## config.mk

```make
export PLATFORM = sky130hd
export DESIGN_NAME = lfsr_gen
export DESIGN_NICKNAME = d
export VERILOG_FILES = /design/src/rtl/lfsr_gen.sv
export SDC_FILE = /design/constraint.sdc
export NUM_CORES = 1
export LEC_CHECK = 0
export CORE_AREA = 2 2 54 56
export CTS_BUF_LIST = sky130_fd_sc_hd__clkbuf_16
export DETAILED_ROUTE_END_ITERATION = 6
export DIE_AREA = 0 0 56 58
export HOLD_SLACK_MARGIN = 0.06
export PLACE_DENSITY = 0.67
export SLEW_MARGIN = 40
export SYNTH_ARGS = -nofsm -noshare
export SYNTH_HDL_FRONTEND = slang
export SYNTH_SLANG_ARGS = --single-unit
export TNS_END_PERCENT = 20
```

## constraint.sdc

```tcl
create_clock -name clk -period 2.1 [get_ports clk]
set_input_delay 0.21 -clock clk [delete_from_list [all_inputs] [get_ports clk]]
set_output_delay 0.21 -clock clk [all_outputs]
set_load 0.05 [all_outputs]
```

## src/rtl/lfsr_gen.sv

```systemverilog
// lfsr_gen: parametrised Fibonacci LFSR for AHB VIP stimulus.
// Optional macro LFSR_WRAP_DET_EN enables start-value wrap detection.
module lfsr_gen #(
    parameter int              WIDTH = 16,
    parameter logic [WIDTH-1:0] TAPS = 16'hB400,
    parameter logic [WIDTH-1:0] SEED = 16'h0001,
    parameter int              STEPS = 1
) (
    input  logic             clk,
    input  logic             reset,
    input  logic             en,
    input  logic             load,
    input  logic [WIDTH-1:0] load_val,
    output logic [WIDTH-1:0] random_data,
    output logic             upd,
    output logic             zero_fix,
    output logic             wrap
);

    logic [WIDTH-1:0] r_state;
    logic             r_upd;
    logic             r_zfix;
    logic             r_wrap;

    logic [WIDTH-1:0] w_adv;
    logic             w_adv_zero;
    logic [WIDTH-1:0] w_adv_fix;
    logic             w_load_zero;
    logic [WIDTH-1:0] w_load_fix;

    // One Fibonacci shift: parity of tapped bits enters at bit 0
    function automatic logic [WIDTH-1:0] f_step(input logic [WIDTH-1:0] s);
        logic fb;
        fb = ^(s & TAPS);
        return {s[WIDTH-2:0], fb};
    endfunction

    // Chain STEPS single shifts within one clock
    always_comb begin
        w_adv = r_state;
        for (int k = 0; k < STEPS; k++) begin
            w_adv = f_step(w_adv);
        end
    end

    // Zero-lock recovery for both the advance and the reseed paths
    always_comb begin
        w_adv_zero  = (w_adv == '0);
        w_adv_fix   = w_adv_zero ? SEED : w_adv;
        w_load_zero = (load_val == '0);
        w_load_fix  = w_load_zero ? SEED : load_val;
    end

`ifdef LFSR_WRAP_DET_EN
    logic [WIDTH-1:0] r_start;

    // Track the value the current sequence started from and flag returns to it
    always_ff @(posedge clk) begin
        if (reset) begin
            r_start <= SEED;
            r_wrap  <= 1'b0;
        end else if (load) begin
            r_start <= w_load_fix;
            r_wrap  <= 1'b0;
        end else if (en) begin
            if (w_adv_zero) begin
                r_start <= SEED;
            end
            r_wrap <= (w_adv_fix == r_start);
        end else begin
            r_wrap <= 1'b0;
        end
    end
`else
    // Wrap detection absent: pulse is held low
    always_ff @(posedge clk) begin
        r_wrap <= 1'b0;
    end
`endif

    // State update and registered pulses; reset > load > en > hold
    always_ff @(posedge clk) begin
        if (reset) begin
            r_state <= SEED;
            r_upd   <= 1'b0;
            r_zfix  <= 1'b0;
        end else if (load) begin
            r_state <= w_load_fix;
            r_upd   <= 1'b1;
            r_zfix  <= w_load_zero;
        end else if (en) begin
            r_state <= w_adv_fix;
            r_upd   <= 1'b1;
            r_zfix  <= w_adv_zero;
        end else begin
            r_upd   <= 1'b0;
            r_zfix  <= 1'b0;
        end
    end

    assign random_data = r_state;
    assign upd         = r_upd;
    assign zero_fix    = r_zfix;
    assign wrap        = r_wrap;

endmodule

```

# Word-level counts from Yosys, hierarchy flattened
# Cells that the tools add are included.
# word_totals
ff_bits,18
in_bits,20
output_inout_bits,19
elab_cells,15
# classes
muxes,8
reduce_logical,4
# op_table
cell,n
16-bit two-way mux,4
16-bit zero test,2
16-bit parity,1
1-bit two-way mux,4
2-bit nonzero test,1

# Depth between registers and ports, before layout
# logic_depth
ltp_word,5
depth_mapped,6
ltp_nobuf,4

# Least setup slack after synthesis
# OpenSTA, ideal clock, no wires.
# synth_timing
path_type,reg2reg
startpoint,"register r_state[12], in the netlist random_data[12]"
endpoint,"register r_state[0], in the netlist random_data[0]"
setup_time_ns,0.134
t_arrival_ns,1.511
t_required_ns,1.966
path_slack_ns,0.455
stages_incl_launch_ff,5
n_path_buf,0
period_less_slack_ns,1.645
cell_sequence,dfxtp_1 xor2_2 xor2_1 a21oi_1 or4_1
# synth_via
elab_chain_len,5
# synth_lines
item,line_no,text
"start, declared",20,logic [WIDTH-1:0] r_state;
"start signal, assigned",88,r_state <= w_load_fix;
"start signal, assigned",92,r_state <= w_adv_fix;
16-bit parity,34,fb = ^(s & TAPS);
16-bit zero test,48,w_adv_zero = (w_adv == '0);
16-bit two-way mux *,49,w_adv_fix = w_adv_zero ? SEED : w_adv;
16-bit two-way mux *,91,end else if (en) begin
16-bit two-way mux *,87,end else if (load) begin
# Every way passes the cells marked *; elsewhere a longest branch is shown, timed or not. The select of a mux whose other input is x is not followed.
# A chain may end at the register's enable or synchronous reset.

# Worst setup path after layout
# layout_timing
startpoint,"register r_state[10], in the netlist random_data[10]"
endpoint,output port random_data[10]
# layout_lines
item,line_no,text
"end, declared",14,"output logic [WIDTH-1:0] random_data,"
# No word-level cell between the ends.

==> flow_metrics.tcl <==
set metrics [dict create \
    wl_met2_mm 1.19 \
    synth_edf_count 0 \
    area_growth_pct 53.7 \
    p_total_mw 1.02 \
    period_share_pct 83.3 \
    yosysTopAreaCellShare_pct 39.8 \
    cp.depth 1 \
    cp.buffers_inverters 1 \
    wire_per_inst_um 14.0 \
    crit_path_end "random_data[10]" \
    core_um2 2660 \
    timing.rr.start "random_data[12]" \
    top_layer_used "met4" \
    hpwl_mm 1.92 \
    status "finished clean" \
    cp.arrival_ns 1.54 \
    rsz0062_at_grt "false" \
    ys_seq_elements 18 \
    worst_pin_slew_ns 0.506 \
    crit_start "random_data[10]" \
    drive_gt1_share_pct 6.71 \
    hold_viol_final 0 \
    cts.sinks 18 \
    io_pins 39 \
    critPathLaunchType "flip-flop" \
    ys_warn_count 0 \
    cp_cell_sequence "clkdlybuf4s50_1" \
    num_rows 19 \
    p_seq_share_pct 37.9 \
    stdcell_count 180 \
    worstHoldPathType "primary input to flip-flop" \
    p_int_mw 0.725 \
    drtIter0Drc 11 \
    leakagePower_nw 0.554 \
    antenna-diode-count 0 \
    syn_area_um2 905 \
    syn_area_per_cell_um2 8.08 \
    synth.net_count 132 \
    die_y_um 58 \
    min_period_ns 1.75 \
    synthFlopType "dfxtp_1" \
    r2r_end "random_data[0]" \
    worst_setup_path_end_kind "primary output" \
    cts.reportedPaths.clkPinSlew_ns 0.05 \
    initial_core_util_pct 34.0 \
    grt_pass1_wl_mm 4.08 \
    p_switching_mw 0.295 \
    nFillCells 279 \
    grt_max_degree 18 \
    setup_violations 0 \
    viasPerCell 5.01 \
    slew_headroom_pct 66.1 \
    ys_seq_area_share_pct 39.8 \
    ir_worst_vdd_v 0.000476 \
    die_area_um2 3250 \
    grt_overflow_total 0 \
    switching_share_pct 28.9 \
    clk_path_buf_depth 2 \
    dr.pass1.iters 4 \
    antenna_left 0 \
    combPwrFrac_pct 25.1 \
    ys_types 22 \
    worstPathRequired_ns 1.89 \
    critPathMaxFanout 5 \
    placement.io_buffers 37 \
    crit_type "flip-flop to primary output" \
    synth_top_area_cell "dfxtp_1" \
    finalNetCount 170 \
    die_x_um 56 \
    ys_top_cells_by_area "dfxtp_1 (40%), mux2i_1 (15%), nor2_1 (12%)" \
    crit_slowest_cell "clkdlybuf4s50_1" \
    drv_slew 0 \
    num_vias 901 \
    drv_cap 0 \
    cpPeakStageDelay_ns 0.85 \
    cts_max_level 1 \
    wirelength_mm 2.51 \
    grt_usage_pct 15.9 \
    antenna_found_initial 0 \
    clock_tree.root_cell "clkbuf_16" \
    finalSetupTns_ns 0 \
    drc 0 \
    grt_pass1_vias 919 \
    drt-met1-wl_mm 1.11 \
    postCtsSetupRepairBufs 0 \
    ys_top_cells_by_count "nor2_1 (30), dfxtp_1 (18), a21oi_1 (15)" \
    cts_resized 0 \
    finalClockSkew_ns 0.00299 \
    synth_most_common_cell "nor2_1" \
    p_clk_share_pct 37.0 \
    async_flop_share_pct 0 \
    met3_length_um 203 \
    clock_latency_ns 0.25 \
    postCtsHoldBufs 0 \
    path_delay_family "buffers and inverters" \
    synth_cells 112 \
    placed_cells 176 \
    routabilityCongestion 0.811 \
    whs_ns 0.576 \
    cts_tree "built" \
    numCtsBuffers 3 \
    rr_worst_depth 4 \
    reg2reg_slack_ns 0.69 \
    fmax_mhz 572 \
    pwr_density_cell_nw_per_um2 734 \
]
==> power by group through the flow <==
stage	Sequential, mW	Combinational [mW]	Clock, mW
after floorplan	0.459	0.0883	0
after global placement	0.393	0.253	0
after detailed placement	0.394	0.255	0
after CTS	0.387	0.257	0.387
after global routing	0.390	0.272	0.398
final	0.386	0.256	0.378
==> worst min-delay path by stage <==
| stage | startpoint | end | slack [ns] | cells after the start |
|---|---|---|---|---|
| 3_3_place_gp | random_data[7] | random_data[8] | 0.63 | 2 |
| 3_5_place_dp | random_data[7] | random_data[8] | 0.60 | 2 |
| 4_1_cts | reset | random_data[0] | 0.59 | 2 |
| 2_1_floorplan | load_val[10] | random_data[10] | 0.35 | 2 |
| 5_1_grt | reset | random_data[0] | 0.58 | 2 |
| 6_report | reset | random_data[0] | 0.58 | 2 |
==> cell usage in the layout, fill, tap and decap left out, drive strengths merged, types with 3 or more instances in the layout <==
master	n
clkdlybuf4s50	37
nor2	30
dfxtp	18
a21oi	15
mux2i	14
nor4	7
buf	5
nor3	3
clkbuf	3
==> cell type report <==
type,count,area [µm²],area share (%)
Multi-Input combinational cell,85,504,36.3
Timing Repair Buffer,42,408,29.3
Sequential cell,18,360,25.9
Clock buffer,3,75.1,5.40
Tap cell,31,38.8,2.79
Clock inverter,1,3.75,0.270
==> cells by family (layout without fill, tap and decap cells) <==
family	Yosys count	after routing	synth area share (%)
AO/OA/AOI/OAI	18	18	10.8
flip-flops	18	18	39.8
XOR/XNOR	4	4	4.70
buffers and inverters	9	46	4.43
other	1	1	0.415
AND/OR/NAND/NOR	48	48	24.3
multiplexers	14	14	15.5
==> stage by stage <==
stage	setup WS (ns)	cell area, µm²	util [%]
global route	0.299	1390	52.2
global placement	0.377	1310	49.2
CTS	0.348	1390	52.2
detailed placement	0.313	1310	49.2
floorplan	0.455	905	-
finish	0.350	1390	52.2
==> metal layers <==
layer	vias up	track usage (%)
met5	-	0
met4	0	6.12
met3	2	4.91
met2	34	28.2
met1	408	18.0
li1	457	-
==> flip-flops by register name, summed over array words and instances, names as in the netlist <==
| name | flops |
|---|---|
| upd | 1 |
| zero_fix | 1 |
| random_data | 16 |
Power figures use the tool's default switching activity.
